File: config.mk
export PLATFORM = sky130hd
export DESIGN_NAME = alu_mul_ctrl
export DESIGN_NICKNAME = d
export VERILOG_FILES = /design/src/rtl/alu_mul_ctrl.sv
export SDC_FILE = /design/constraint.sdc
export NUM_CORES = 1
export LEC_CHECK = 0
export BUFFER_PORTS_ARGS = -buffer_cell sky130_fd_sc_hd__buf_4
export CORE_MARGIN = 1.5
export CORE_UTILIZATION = 56
export DETAILED_ROUTE_END_ITERATION = 6
export PLACE_DENSITY = 0.81
export SYNTH_ARGS = -nofsm -noshare
export SYNTH_HDL_FRONTEND = slang
export SYNTH_SLANG_ARGS = --single-unit
File: constraint.sdc
create_clock -name clk -period 5.85 [get_ports clk]
set_input_delay 0.8775 -clock clk [delete_from_list [all_inputs] [get_ports clk]]
set_output_delay 0.8775 -clock clk [all_outputs]
set_load 0.05 [all_outputs]
File: src/rtl/alu_mul_ctrl.sv
// Shift-and-add multiplier controller that borrows a shared 16-bit ALU.
// One ADD cycle per set multiplier bit, one SHIFT cycle per multiplier bit
// position up to the highest set bit; carries and shifted-out multiplicand
// bits are folded into a sticky overflow flag so ovf reports exactly whether
// the true 32-bit product exceeds 16 bits.
module alu_mul_ctrl (
  input  logic        clk,
  input  logic        rst,
  input  logic        start,
  input  logic [15:0] op_a,
  input  logic [15:0] op_b,
  output logic [2:0]  alu_op,
  output logic [15:0] alu_a,
  output logic [15:0] alu_b,
  input  logic [15:0] alu_result,
  output logic        busy,
  output logic        done,
  output logic [15:0] product,
  output logic        ovf
);

  localparam logic [2:0] ALU_ADD = 3'b000;
  localparam logic [2:0] ALU_SLL = 3'b111;

  typedef enum logic [1:0] {
    IDLE  = 2'd0,
    ADD   = 2'd1,
    SHIFT = 2'd2,
    DONE  = 2'd3
  } state_t;

  state_t      state_reg;
  logic [15:0] mcand_reg;
  logic [15:0] mplr_reg;
  logic [15:0] acc_reg;
  logic        ovf_int_reg;
  logic [15:0] product_reg;
  logic        ovf_reg;
  logic        busy_reg;
  logic        done_reg;

  // Multiplier bits still to be consumed after the current SHIFT.
  logic        mplr_rest_nz;
  assign mplr_rest_nz = (mplr_reg[15:1] != 15'd0);

  // Drive the shared ALU from the current state; idle states present ADD 0+0.
  always_comb begin
    alu_op = ALU_ADD;
    alu_a  = 16'd0;
    alu_b  = 16'd0;
    case (state_reg)
      ADD: begin
        alu_op = ALU_ADD;
        alu_a  = acc_reg;
        alu_b  = mcand_reg;
      end
      SHIFT: begin
        alu_op = ALU_SLL;
        alu_a  = mcand_reg;
        alu_b  = 16'd1;
      end
      default: begin
        alu_op = ALU_ADD;
        alu_a  = 16'd0;
        alu_b  = 16'd0;
      end
    endcase
  end

  // Control FSM with datapath registers; busy/done/product/ovf are loaded on
  // entry to their state so they are valid during that state's cycle.
  always_ff @(posedge clk) begin
    if (rst) begin
      state_reg   <= IDLE;
      mcand_reg   <= 16'd0;
      mplr_reg    <= 16'd0;
      acc_reg     <= 16'd0;
      ovf_int_reg <= 1'b0;
      product_reg <= 16'd0;
      ovf_reg     <= 1'b0;
      busy_reg    <= 1'b0;
      done_reg    <= 1'b0;
    end else begin
      case (state_reg)
        IDLE: begin
          done_reg <= 1'b0;
          if (start) begin
            mcand_reg   <= op_a;
            mplr_reg    <= op_b;
            acc_reg     <= 16'd0;
            ovf_int_reg <= 1'b0;
            if (op_b == 16'd0) begin
              // Nothing to accumulate: the product is trivially zero.
              state_reg   <= DONE;
              busy_reg    <= 1'b0;
              done_reg    <= 1'b1;
              product_reg <= 16'd0;
              ovf_reg     <= 1'b0;
            end else begin
              state_reg <= op_b[0] ? ADD : SHIFT;
              busy_reg  <= 1'b1;
            end
          end
        end

        ADD: begin
          acc_reg <= alu_result;
          // A wrapped sum is smaller than the value it started from.
          if (alu_result < acc_reg) begin
            ovf_int_reg <= 1'b1;
          end
          state_reg <= SHIFT;
        end

        SHIFT: begin
          mcand_reg <= alu_result;
          mplr_reg  <= {1'b0, mplr_reg[15:1]};
          // A multiplicand bit falling off the top only matters if some
          // later multiplier bit would still add it in.
          if (mcand_reg[15] && mplr_rest_nz) begin
            ovf_int_reg <= 1'b1;
          end
          if (!mplr_rest_nz) begin
            // The last SHIFT leaves acc untouched and cannot raise ovf_int,
            // so the current values are already final.
            state_reg   <= DONE;
            busy_reg    <= 1'b0;
            done_reg    <= 1'b1;
            product_reg <= acc_reg;
            ovf_reg     <= ovf_int_reg;
          end else begin
            state_reg <= mplr_reg[1] ? ADD : SHIFT;
          end
        end

        DONE: begin
          done_reg  <= 1'b0;
          state_reg <= IDLE;
        end

        default: begin
          state_reg <= IDLE;
          busy_reg  <= 1'b0;
          done_reg  <= 1'b0;
        end
      endcase
    end
  end

  assign busy    = busy_reg;
  assign done    = done_reg;
  assign product = product_reg;
  assign ovf     = ovf_reg;

endmodule
# Yosys cells after proc, flatten, opt, wreduce, memory -nomap -nowiden

Cells that the tools add are included.
W data, S select, Z words.

Bits in registers: 70
Logic and storage cells: 67

Magnitude comparators: 1
Mux-type cells: 35
Equality and inequality tests: 8
Reduce and logical (&&, ||, !) cells: 14

Operator list:

| operator             | count |
|---|---|
| $pmux W16 S2         | 6 |
| $mux W16             | 6 |
| $logic_not A16 Y1    | 1 |
| $lt A16 B16 Y1       | 1 |
| $reduce_bool A15 Y1  | 1 |
| $mux W1              | 12 |
| $mux W2              | 5 |
| $ne A2 B2 Y1 const B | 5 |
| $pmux W2 S4          | 1 |
| $reduce_and A4 Y1    | 2 |
| $pmux W1 S3          | 2 |
| $reduce_and A2 Y1    | 3 |
| $reduce_bool A3 Y1   | 2 |
| $eq A2 B2 Y1 const B | 2 |
| $pmux W1 S2          | 2 |
| $reduce_bool A2 Y1   | 2 |
| $mux W3              | 1 |
| $reduce_and A3 Y1    | 1 |
| $eq A2 B1 Y1 const B | 1 |
| $logic_not A2 Y1     | 1 |
| $logic_and A1 B1 Y1  | 1 |

# Longest topological paths before layout

Depth in word-level cells: 4
Depth in mapped cells: 8
Depth with buffers taken out: 7

# Least setup slack after synthesis

Ideal clock, no wire load.

Path kind: register to output
Start point: reg state_reg[0]
End point: out alu_a[0]
Path buffers: 2
Cell stages (with the launch flop): 7
Setup slack: 2.752 ns
Data required time: 4.973 ns
Arrival: 2.221 ns
Path through: dfxtp_1 > inv_1 > ha_1 > and2_1 > buf_1 > clkbuf_1 > a22o_1

Word-level cells in the longest chain between the ends: 2

Ends and longest elaborated chain:

| what                                         | line | RTL |
|---|---|---|
| start: declaration                           | 32   | `state_t state_reg;` |
| start signal: assignment                     | 100  | `state_reg <= op_b[0] ? ADD : SHIFT;` |
| start signal: assignment                     | 132  | `state_reg <= mplr_reg[1] ? ADD : SHIFT;` |
| $eq A2 B2 Y1 or $eq A2 B1 Y1 (tied branches) | 51   | `case (state_reg)` |
| $pmux W16 S2 (*)                             | 51   |  |
| end: declaration                             | 13   | `output logic [15:0] alu_a,` |

Mark *: on every way between the ends. The rest lies on a longest branch, timed or not.

# Worst setup path after layout

Start point: reg state_reg[0]
End point: out alu_a[7]

The elaborated chain is that of the path after synthesis.

==> metrics.csv <==
stage,metric,value,unit
run_status,status,completed,
layout,fin_cells,584,
sta,finalCritPeriodShare,59.6,%
logic_synthesis,syn_area,3700,um^2
power,ir_drop,0.178,mV
setup_path,endpoint,alu_a[7],
sta,fin_tns_setup,0,ns
power,cellPowerDensity,310,nW/um^2
setup_path,r2r-start,mplr_reg[15]$_SDFFE_PP0P_,
logic_synthesis,synth_seq_cells,69,
clocking,cts_buffer_depth,2,
layout,drive_gt1_share,24.7,%
logic_synthesis,syn_area_per_cell,8.70,um^2
worst_hold_path,hp-class,reg -> reg,
detailed_routing,wire_per_inst,17.9,um
sta,setup_viol,0,
setup_path,r2r-end,product[3]$_SDFFE_PP0P_,
setup_path,required,4.97,ns
logic_synthesis,synthSimpleGateAreaFrac,16.2,%
detailed_routing,vias_per_cell,6.24,
clocking,cts_hold_buf,0,
setup_path,r2r_slack,2.91,ns
logic_synthesis,synth_xor_area_share,0,%
power,leakage,1.91,nW
floorplan,die_h,84.3,um
sta,whs,0.477,ns
sta,worst_pin_slew,1.26,ns
worst_hold_path,worstHoldPathCells,2,
clocking,clock-sinks,69,
layout,syn_to_final_growth,24.1,%
setup_path,rr_worst_depth,5,
logic_synthesis,mappedNetlistNets,497,
detailed_routing,drtIter0Drc,231,
clocking,clock-root-buffer,clkbuf_8,
floorplan,io_pins,105,
layout,diodes,0,
floorplan,die_area,7110,um^2
placement,port_buffers,104,
global_routing,first_global_vias,3427,
logic_synthesis,synthAdderAreaFrac,6.75,%
logic_synthesis,synth_compound_area_share,24.7,%
floorplan,rows,29,
logic_synthesis,seq_area_frac_synth,37.3,%
placement,place_congestion,0.865,
sta,rsz0062_at_grt,false,
sta,layout_min_cycle_time,3.49,ns
logic_synthesis,synth_top_family_by_area,compound AO/OA/AOI/OAI gates,
logic_synthesis,yosysWarningCount,0,
global_routing,grt_overflow,0,
placement,hpwl,7310,um
detailed_routing,firstDrtPassIters,4,
setup_path,cp.arrival,2.61,ns
detailed_routing,wirelength,10400,um
detailed_routing,vias,3645,
sta,hold_viol_final,0,
clocking,insertion_delay,0.34,ns
setup_path,cp-start-kind,flip-flop,
run,max_cap_violations,0,
power,p_total,1.42,mW
clocking,cts_resized,0,
clocking,htree_levels,3,
logic_synthesis,syn_inst,426,
detailed_routing,drc_errors,0,
setup_path,crit_type,reg -> out,
setup_path,end_kind,output pin,
logic_synthesis,ys_types,45,
sta,max_freq,287,MHz
layout,fillers,522,
global_routing,track_usage,29.6,%
floorplan,die_w,84.3,um
setup_path,startpoint,state_reg[0]$_SDFFE_PP0N_,
floorplan,initial_core_util,58.0,%
global_routing,antenna_found_initial,0,
clocking,cts-buffers-inserted,9,
sta,skew,0.0100,ns
logic_synthesis,synth_mux_area_share,8.38,%
clocking,post_cts_buffers,0,
global_routing,grt_max_degree,73,
floorplan,core_area,6390,um^2
sta,max-slew-margin-rel,15.7,%
detailed_routing,ant_nets,0,
placement,dpl.cell_count,570,
sta,slew_violations,0,
setup_path,cp_max_fo,19,
global_routing,grt_pass1_wl,16900,um
clocking,clk_pin_slew_worst_paths,0.07,ns
clocking,tritoncts,done,
layout,nNetsFinal,575,
[area by class of cell]
cell class	count	area (um^2)	area share (%)
clock buffer	12	155	3.38
clock inverter	2	10.0	0.218
inverter	23	86.3	1.88
multi-input combinational	296	2080	45.2
sequential	69	1380	30.0
tap	77	96.3	2.10
timing repair buffer	105	788	17.1
[power by group]
group / leakage, nW / switching (mW) / internal, mW / total, mW
Combinational: 1.26 / 0.326 / 0.171 / 0.497
Clock: 0.0881 / 0.166 / 0.171 / 0.337
Sequential: 0.565 / 0.0553 / 0.534 / 0.590
Total: 1.91 / 0.548 / 0.876 / 1.42
[through the flow]
step                      area, um^2  util [%]  worst slack [ns]
after floorplan                 3700         -              2.75
after global placement          4430      69.4              2.90
after detailed placement        4430      69.4              2.77
after CTS                       4600      72.0              2.40
after global routing            4600      72.0              2.15
final                           4600      72.0              2.36
[logic make-up (layout without fill, tap and decap cells)]
group | count (synthesis) | after routing
AO/OA/AOI/OAI | 130 | 130
multiplexers | 31 | 31
adder cells (fa/ha/maj) | 20 | 20
AND/OR/NAND/NOR | 115 | 115
flip-flops | 69 | 69
buffers and inverters | 61 | 142
[layout by cell type (no fill, tap or decap), drive strengths merged, types with 3 or more instances in the layout]
cell    count
buf       105
dfxtp      69
nor2       48
a211oi     33
mux2i      31
a21oi      25
o21ai      24
inv        23
nand4      21
ha         20
a22o       16
a22oi      16
and3       15
clkbuf     12
nand2       7
nor4        5
or4         4
and2        3
nand2b      3
[layer usage]
metal / vias up / share of wire (%) / GRT usage (%)
met2: 145 / 48 / 48.7
met3: 26 / 6.1 / 4.72
met5: - / 0 / 0
met1: 1729 / 44 / 38.4
li1: 1745 / - / -
met4: 0 / 2.3 / 13.0
[how the worst min path moves through the flow]
stage | startpoint | endpoint | slack [ns]
2_1_floorplan | mplr_reg[15]$_SDFFE_PP0P_ | mplr_reg[15]$_SDFFE_PP0P_ | 0.44
3_3_place_gp | product[4]$_SDFFE_PP0P_ | product[4]$_SDFFE_PP0P_ | 0.46
3_5_place_dp | product[4]$_SDFFE_PP0P_ | product[4]$_SDFFE_PP0P_ | 0.47
4_1_cts | product[4]$_SDFFE_PP0P_ | product[4]$_SDFFE_PP0P_ | 0.48
5_1_grt | product[4]$_SDFFE_PP0P_ | product[4]$_SDFFE_PP0P_ | 0.49
6_report | product[4]$_SDFFE_PP0P_ | product[4]$_SDFFE_PP0P_ | 0.48
[critical path, cell delays in order, from the launching register on]
cell and delay [ns]:
dfxtp_1 0.41, inv_1 0.11, ha_1 0.60, and2_1 0.66, a22o_1 0.28, buf_4 0.21
[synthesized netlist by cell type, drive strengths merged]
cell    count  area, um^2
a2111o      1        11.3
a211o       2        17.5
a211oi     33         248
a21bo       1        10.0
a21boi      2        15.0
a21o        1        7.51
a21oi      25         125
a221o       1        10.0
a221oi      1        8.76
a22o       16         140
a22oi      16         120
a311oi      2        17.5
and2        3        18.8
and3       15        93.8
and4        1        8.76
buf         7        45.0
clkbuf     31         116
dfxtp      69        1380
ha         20         250
inv        23        86.3
mux2i      31         310
nand2       7        26.3
nand2b      3        18.8
nand3       2        10.0
nand4      21         131
nand4b      2        17.5
nor2       48         180
nor2b       1        6.26
nor3        1        5.00
nor3b       1        7.51
nor4        5        31.3
o21a        1        7.51
o21ai      24         124
o221ai      1        8.76
o311ai      1        8.76
o41ai       2        36.3
or3         1        6.26
or4         4        37.5
(Power assumes the default switching activity.)
